File: src/rtl/bouncing_square.sv
// bouncing_square
// Paints a solid square sprite over a background colour and bounces it
// between the screen edges. The square moves by SPEED pixels per axis on each
// qualifying frame pulse. Each axis is a two-state direction FSM (forward /
// reverse). All outputs are registered, so the colour lines up with a
// one-cycle-delayed sync path.
//
// Build option: define SQUARE_BORDER_EN to draw a BORDER-pixel frame in
// BORDER_COLOR around the SQUARE_COLOR interior. Without it the whole square
// is SQUARE_COLOR.
//
// Debug outputs dbg_pos_x/dbg_pos_y/dbg_dir_x/dbg_dir_y expose the position
// registers and both direction FSM states.
//
// Handshake note: there is no valid/ready flow here. The pixel stream is
// free-running, one coordinate per clk_pix cycle. 'frame' is a
// single-cycle strobe that is consumed on the edge where it is sampled high.
// That consumption only takes effect when move_en is also high.

module bouncing_square #(
   parameter int          H_RES            = 640,
   parameter int          V_RES            = 480,
   parameter int          SIZE             = 64,
   parameter int          SPEED            = 2,
   parameter int          X0               = 0,
   parameter int          Y0               = 0,
   parameter logic [2:0]  SQUARE_COLOR     = 3'b111,
   parameter logic [2:0]  BACKGROUND_COLOR = 3'b101,
   parameter int          BORDER           = 4,
   parameter logic [2:0]  BORDER_COLOR     = 3'b100
) (
   input  logic        clk_pix,
   input  logic        rst_pix,
   input  logic [9:0]  sx,
   input  logic [9:0]  sy,
   input  logic        frame,
   input  logic        move_en,
   output logic [2:0]  paint_rgb,
   output logic        in_square,
   output logic        bounce,
   output logic [9:0]  dbg_pos_x,
   output logic [9:0]  dbg_pos_y,
   output logic        dbg_dir_x,
   output logic        dbg_dir_y
);

   // Direction FSM encoding, shared by both axes.
   // X: forward = right, reverse = left. Y: forward = down, reverse = up.
   localparam logic [0:0] DIR_FWD = 1'b0;
   localparam logic [0:0] DIR_REV = 1'b1;

   // All geometry uses 11 bits, so sums such as pos + SIZE - 1 cannot wrap.
   localparam logic [10:0] LP_X_MAX  = 11'(H_RES - SIZE);
   localparam logic [10:0] LP_Y_MAX  = 11'(V_RES - SIZE);
   localparam logic [10:0] LP_SPEED  = 11'(SPEED);
   localparam logic [10:0] LP_SIZE   = 11'(SIZE);
   localparam logic [10:0] LP_BORDER = 11'(BORDER);
   localparam logic [9:0]  LP_X0     = 10'(X0);
   localparam logic [9:0]  LP_Y0     = 10'(Y0);

   // ------------------------------------------------------------------
   // State registers
   // ------------------------------------------------------------------
   logic [9:0] r_pos_x;
   logic [9:0] r_pos_y;
   logic [0:0] r_dir_x;
   logic [0:0] r_dir_y;
   logic [2:0] r_paint_rgb;
   logic       r_in_square;
   logic       r_bounce;

   // ------------------------------------------------------------------
   // Next-state wires
   // ------------------------------------------------------------------
   logic [9:0] w_nx_pos_x;
   logic [0:0] w_nx_dir_x;
   logic       w_bounce_x;
   logic [9:0] w_nx_pos_y;
   logic [0:0] w_nx_dir_y;
   logic       w_bounce_y;
   logic       w_step;

   // ------------------------------------------------------------------
   // Pixel classification wires
   // ------------------------------------------------------------------
   logic [10:0] w_sx;
   logic [10:0] w_sy;
   logic [10:0] w_left;
   logic [10:0] w_right;
   logic [10:0] w_top;
   logic [10:0] w_bottom;
   logic        w_in_x;
   logic        w_in_y;
   logic        w_inside;
   logic        w_on_border;
   logic        w_use_border;
   logic [2:0]  w_color;

   // The square only moves when a frame strobe arrives while movement is enabled.
   assign w_step = frame & move_en;

   // X-axis direction FSM: step, or clamp onto the edge and reverse.
   always_comb begin
      w_nx_pos_x = r_pos_x;
      w_nx_dir_x = r_dir_x;
      w_bounce_x = 1'b0;
      if (r_dir_x == DIR_FWD) begin
         if (({1'b0, r_pos_x} + LP_SPEED) >= LP_X_MAX) begin
            w_nx_pos_x = LP_X_MAX[9:0];
            w_nx_dir_x = DIR_REV;
            w_bounce_x = 1'b1;
         end else begin
            w_nx_pos_x = r_pos_x + LP_SPEED[9:0];
         end
      end else begin
         if ({1'b0, r_pos_x} <= LP_SPEED) begin
            w_nx_pos_x = 10'd0;
            w_nx_dir_x = DIR_FWD;
            w_bounce_x = 1'b1;
         end else begin
            w_nx_pos_x = r_pos_x - LP_SPEED[9:0];
         end
      end
   end

   // Y-axis direction FSM: same rules as X, against the vertical limit.
   always_comb begin
      w_nx_pos_y = r_pos_y;
      w_nx_dir_y = r_dir_y;
      w_bounce_y = 1'b0;
      if (r_dir_y == DIR_FWD) begin
         if (({1'b0, r_pos_y} + LP_SPEED) >= LP_Y_MAX) begin
            w_nx_pos_y = LP_Y_MAX[9:0];
            w_nx_dir_y = DIR_REV;
            w_bounce_y = 1'b1;
         end else begin
            w_nx_pos_y = r_pos_y + LP_SPEED[9:0];
         end
      end else begin
         if ({1'b0, r_pos_y} <= LP_SPEED) begin
            w_nx_pos_y = 10'd0;
            w_nx_dir_y = DIR_FWD;
            w_bounce_y = 1'b1;
         end else begin
            w_nx_pos_y = r_pos_y - LP_SPEED[9:0];
         end
      end
   end

   // Position and direction state. These update only on a qualifying frame strobe.
   always_ff @(posedge clk_pix or posedge rst_pix) begin
      if (rst_pix) begin
         r_pos_x <= LP_X0;
         r_pos_y <= LP_Y0;
         r_dir_x <= DIR_FWD;
         r_dir_y <= DIR_FWD;
      end else if (w_step) begin
         r_pos_x <= w_nx_pos_x;
         r_pos_y <= w_nx_pos_y;
         r_dir_x <= w_nx_dir_x;
         r_dir_y <= w_nx_dir_y;
      end
   end

   // Bounce strobe: one cycle after a qualifying frame where either axis reversed.
   // A corner hit, where both axes reverse, still gives a single cycle.
   always_ff @(posedge clk_pix or posedge rst_pix) begin
      if (rst_pix) begin
         r_bounce <= 1'b0;
      end else begin
         r_bounce <= w_step & (w_bounce_x | w_bounce_y);
      end
   end

   // Square extents in 11-bit space. The right and bottom limits are inclusive.
   assign w_sx     = {1'b0, sx};
   assign w_sy     = {1'b0, sy};
   assign w_left   = {1'b0, r_pos_x};
   assign w_top    = {1'b0, r_pos_y};
   assign w_right  = w_left + LP_SIZE - 11'd1;
   assign w_bottom = w_top  + LP_SIZE - 11'd1;

   assign w_in_x   = (w_sx >= w_left) && (w_sx <= w_right);
   assign w_in_y   = (w_sy >= w_top)  && (w_sy <= w_bottom);
   assign w_inside = w_in_x & w_in_y;

   // A pixel is on the border if it lies inside the square and within BORDER
   // pixels of any of its four edges.
   assign w_on_border = w_inside &&
                        ((w_sx < (w_left + LP_BORDER)) ||
                         (w_sx > (w_right - LP_BORDER)) ||
                         (w_sy < (w_top + LP_BORDER)) ||
                         (w_sy > (w_bottom - LP_BORDER)));

`ifdef SQUARE_BORDER_EN
   assign w_use_border = w_on_border;
`else
   // The border geometry is computed in both builds. Here it never reaches
   // the colour mux, so synthesis removes it.
   assign w_use_border = w_on_border & 1'b0;
`endif

   // Colour select: border, then fill, then background.
   always_comb begin
      w_color = BACKGROUND_COLOR;
      if (w_inside) begin
         w_color = w_use_border ? BORDER_COLOR : SQUARE_COLOR;
      end
   end

   // Registered paint outputs. They are computed from the position held
   // before this edge, so a moving edge does not affect the current pixel.
   always_ff @(posedge clk_pix or posedge rst_pix) begin
      if (rst_pix) begin
         r_paint_rgb <= BACKGROUND_COLOR;
         r_in_square <= 1'b0;
      end else begin
         r_paint_rgb <= w_color;
         r_in_square <= w_inside;
      end
   end

   assign paint_rgb = r_paint_rgb;
   assign in_square = r_in_square;
   assign bounce    = r_bounce;
   assign dbg_pos_x = r_pos_x;
   assign dbg_pos_y = r_pos_y;
   assign dbg_dir_x = r_dir_x;
   assign dbg_dir_y = r_dir_y;

endmodule

File: config.mk
export PLATFORM = sky130hd
export DESIGN_NAME = bouncing_square
export DESIGN_NICKNAME = d
export VERILOG_FILES = /design/src/rtl/bouncing_square.sv
export SDC_FILE = /design/constraint.sdc
export NUM_CORES = 1
export LEC_CHECK = 0
export CAP_MARGIN = 20
export CORE_MARGIN = 3
export CORE_UTILIZATION = 59
export DETAILED_ROUTE_END_ITERATION = 10
export MAX_ROUTING_LAYER = met4
export PLACE_DENSITY_LB_ADDON = 0.12
export SYNTH_ARGS = -nofsm -noshare
export SYNTH_HDL_FRONTEND = slang
export SYNTH_SLANG_ARGS = --single-unit
File: constraint.sdc
create_clock -name clk_pix -period 6 [get_ports clk_pix]
set_input_delay 0.6 -clock clk_pix [delete_from_list [all_inputs] [get_ports clk_pix]]
set_output_delay 0.6 -clock clk_pix [all_outputs]
set_load 0.005 [all_outputs]
-- Yosys cells after proc, flatten, opt, wreduce, memory -nomap -nowiden
Cells that the tools add are included.
W data, S select, Z words.
- $add $sub $neg: 10
- $lt $le $gt $ge: 8
- multiplexer cells: 17
- bitwise operators: 4
- reductions and logical operators: 2
- operators with widths (kind ; number):
    $mux W10 ; 6
    $add A10 B2 Y11 const B ; 2
    $add A10 B7 Y11 const B ; 2
    $le A10 B11 Y1 ; 2
    $sub A11 B1 Y11 const B ; 2
    $add A10 B2 Y10 const B ; 2
    $ge A10 B10 Y1 ; 2
    $le A10 B2 Y1 const B ; 2
    $sub A10 B2 Y10 const B ; 2
    $ge A11 B10 Y1 const B ; 1
    $ge A11 B9 Y1 const B ; 1
    $mux W1 ; 10
    $and A1 B1 Y1 ; 3
    $logic_and A1 B1 Y1 ; 2
    $mux W2 ; 1
    $or A1 B1 Y1 ; 1
- flip-flop bits (word level): 27
- input port bits: 24
- logic and storage cells: 48

-- Logic depth before layout (Yosys ltp)
- depth in word-level cells: 6
- mapped depth: 13

-- Worst setup path before layout
OpenSTA, ideal clock, no wires.
- kind: reg-to-reg
- start point: register r_pos_y[1] (netlist: dbg_pos_y[1])
- end point: register r_paint_rgb[1] (netlist: paint_rgb[1])
- data arrival time: 2.902 ns
- required time: 5.899 ns
- path slack: 2.997 ns
- cell stages (with the launch flop): 14
- path buffers: 1
- period minus slack after synthesis: 3.003 ns
- path through: dfrtp_1 -> inv_1 -> ha_1 -> or3b_2 -> clkbuf_1 -> nor2_1 -> nor2_1 -> xnor2_1 -> ha_1 -> nand3_1 -> or2_2 -> o32a_1 -> a31o_2 -> nor4_1
- longest elaborated chain between the ends: 6
- elaborated cells on any way between the ends: 7
- those cells by class: add/sub: 2; order compare: 2; mux: 1; bitwise: 1; reduce/logical: 1
- ends and longest elaborated chain (element ; line ; source):
    start: declaration ; 65 ; logic [9:0] r_pos_y;
    start signal: assignment ; 159 ; r_pos_y <= w_nx_pos_y;
    $add A10 B7 Y11 ; 181 ; assign w_bottom = w_top + LP_SIZE - 11'd1;
    $sub A11 B1 Y11 ; 181 ;
    $le A10 B11 Y1 ; 184 ; assign w_in_y = (w_sy >= w_top) && (w_sy <= w_bottom);
    $logic_and A1 B1 Y1 * ; 184 ;
    $and A1 B1 Y1 * ; 185 ; assign w_inside = w_in_x & w_in_y;
    via w_inside ; 94 ; logic w_inside;
    $mux W2 * ; 206 ; if (w_inside) begin
    end signal: assignment ; 218 ; r_paint_rgb <= w_color;
    end: declaration ; 68 ; logic [2:0] r_paint_rgb;
The timed path passes the listed nets; every way through them passes the cells marked *.
A chain may end at the register's enable or synchronous reset.

-- Worst setup path after layout
Same ends and word-level chain as after synthesis.

==> flow_summary.yaml <==
critical_path:
  path_class: "flip-flop to flip-flop"
  crit_path_cell_trace: "inv_1 -> ha_1 -> or3b_2 -> nor2_1 -> nor2_1 -> xnor2_1 -> ha_1 -> nand3_1 -> or2_2 -> o32a_1 -> a31o_2 -> nor4_1"
  critical-path-top-delay-family: "simple AND/OR/NAND/NOR gates"
  slowest_stage: "or3b_2"
  cp.required_ns: 6.18
  cpPeakStageDelay_ns: 0.55
  startpoint_type: "flip-flop"
  arrival_ns: 3.36
  cp_max_fo: 11
  crit_path_end_kind: "flip-flop"
  path_buf_inv: 1
pwr:
  intPower_w: 0.000787
  seqPwrFrac_pct: 24.8
  combPwrFrac_pct: 65.9
  clkPwrFrac_pct: 9.2
  p_leak_nw: 1.47
  power.switching_w: 0.000774
  power_density_mw_per_mm2: 457
  swShare_pct: 49.6
  ir_worst_vdd_uv: 321
sta:
  finalClockSkew_ns: 0.00627
  worst_pin_slew_ns: 0.878
  rsz0062_at_grt: "false"
  holdWs_ns: 0.668
  fin_crit_sh_pct: 53.1
  maxSlewHeadroom_pct: 41.4
  finalSetupViolations: 0
  fmax_mhz: 314
  fin_crit_ns: 3.18
  fin_ws_ns: 2.82
  maxSlewViolCount: 0
  tns_ns: 0
  hold_viol_final: 0
synth:
  ys_ff_latch: 22
  synth_commonest_cells: "ha_1 (44), nand2_1 (26), a21oi_1 (24), inv_1 (24), nor2_1 (23)"
  synth.distinct_cells: 66
  syn_area_mm2: 0.00293
  yosysSeqAreaShare_pct: 18.8
  syn_inst: 362
  ys_top_cells_by_area: "dfrtp_1 (19%), ha_1 (19%), xnor2_1 (4.2%)"
  yosysMostFrequentCell: "ha_1"
  async_flop_share_pct: 100
  yosysTopAreaCell: "dfrtp_1"
  synthFlopType: "dfrtp_1"
  avgSynthCellArea_um2: 8.09
  synth_edf_count: 0
  yosysTopAreaCellShare_pct: 18.8
  ys_warn_count: 0
final_layout:
  insertedDiodeCount: 0
  nets: 457
  nFillCells: 403
  regArea_um2: 551
  multi_input_area_mm2: 0.00216
  drive_gt1_share_pct: 6.19
  syn2layout_area_growth_pct: 16.6
  stdcell_count: 455
routing:
  avgViaCountPerCell: 6.53
  vias: 2973
  drcViolationCount: 0
  wirelength_um: 7960
  ant_nets: 0
  first_pass_iters: 5
  routedWlPerCell_um: 17.5
  drtIter0Drc: 287
clock_tree:
  clockRootBuffer: "clkbuf_8"
  post_cts_buffers: 0
  cts_resized: 0
  clock_sinks: 22
  numCtsBuffers: 3
  clk_pin_slew_worst_paths_ns: 0.09
  clock_latency_ns: 0.27
  cts_tree: "done"
  hold_buffers: 0
  ctsHtreeMaxLevel: 1
  clockBufferDepth: 2
floorplanning:
  fp.coreArea_mm2: 0.00475
  die_h_um: 76.5
  dieArea_mm2: 0.00585
  ioPinCount: 51
  start_util_pct: 61.6
  rows: 25
  die_w_um: 76.5
global_route:
  antenna_found_initial: 0
  grt_pass1_wl_um: 13200
  track_usage_pct: 28.0
  grt_max_degree: 26
  grt_pass1_vias: 2747
  grt_overflow: 0
place:
  portBuffers: 46
  placed_cells: 451
  place_congestion: 0.946
  hpwl_um: 6180
  dp_slack_ns: 2.82
run:
  maxCapViolCount: 0
hold_path:
  hold_path_class: "flip-flop to flip-flop"
outcome:
  status: "complete, no violations"
-- cell type report --
cell class | count | area share (%)
repair buffers | 46 | 13.5
flip-flops and latches | 22 | 16.1
multi-input cells | 292 | 63.2
clock inverters | 1 | 0.879
well taps | 67 | 2.46
inverters | 24 | 2.64
clock buffers | 3 | 1.21
-- power by group through the flow --
stage / logic, W / registers, W / clock network, W
global route: 0.00114 / 0.000403 / 0.000153
detailed placement: 0.00102 / 0.000383 / 0
CTS: 0.00103 / 0.000381 / 0.000147
finish: 0.00103 / 0.000388 / 0.000144
floorplan: 0.000792 / 0.000278 / 0
global placement: 0.000994 / 0.000380 / 0
-- per-layer routing --
metal / vias up / part of all wire, % / wire, µm / track usage (%)
met5: - / 0 / 0 / -
met4: 0 / 2.5 / 199 / 8.15
met3: 21 / 6.3 / 500 / 3.43
met2: 156 / 51 / 4060 / 50.1
met1: 1391 / 40 / 3210 / 32.9
li1: 1405 / - / - / -
-- cells in the final DEF (no fill, tap or decap), types with 5 or more instances in the layout --
cell type / n
a211o_1: 6
a21o_1: 5
a21oi_1: 24
a31oi_1: 7
and2_1: 5
and3_1: 6
clkdlybuf4s50_1: 46
dfrtp_1: 22
ha_1: 44
inv_1: 24
nand2_1: 26
nand3_1: 10
nand4_1: 8
nor2_1: 23
nor3_1: 10
nor4_1: 6
o21a_1: 5
o21ai_0: 19
xnor2_1: 14
-- state kept, by name (all words and copies together), names as in the netlist --
name,cells
paint_rgb,1
bounce,1
dbg_pos_x,9
dbg_dir_y,1
dbg_pos_y,9
dbg_dir_x,1
-- stage by stage --
stage	total power [W]	cell area, µm²	util [%]
finish	0.00156	3410	71.8
CTS	0.00155	3410	71.8
global placement	0.00137	3340	70.3
floorplan	0.00107	2940	-
detailed placement	0.00140	3340	70.3
global route	0.00170	3410	71.8
-- worst reg2reg max path: cells and delay by family, from the launching register on --
kind | cells | cell delay, ns
flops | 1 | 0.50
simple gates | 6 | 1.41
compound gates | 2 | 0.36
buf+inv | 1 | 0.18
fa+ha+maj | 2 | 0.52
xor+xnor | 1 | 0.14
-- final timing paths --
path | endpoint | slack (ns) | start | cells past startpoint
max in group asynchronous | dbg_pos_x[7] | 4.65 | rst_pix | 2
min in group asynchronous | dbg_dir_x | 0.81 | rst_pix | 2
min reg2reg | dbg_pos_y[9] | 0.67 | dbg_pos_y[9] | 2
max reg2reg | paint_rgb[1] | 2.82 | dbg_pos_y[1] | 12
min | dbg_pos_y[9] | 0.67 | dbg_pos_y[9] | 2
max | paint_rgb[1] | 2.82 | dbg_pos_y[1] | 12
-- kinds of logic after synthesis --
kind of cell	share of synthesized area (%)
other	0.256
flip-flops	18.8
adder cells (fa/ha/maj)	18.8
AO/OA/AOI/OAI	29.4
AND/OR/NAND/NOR	20.4
multiplexers	0.384
XOR/XNOR	4.19
buffers and inverters	7.77
Power figures use the tool's default switching activity.
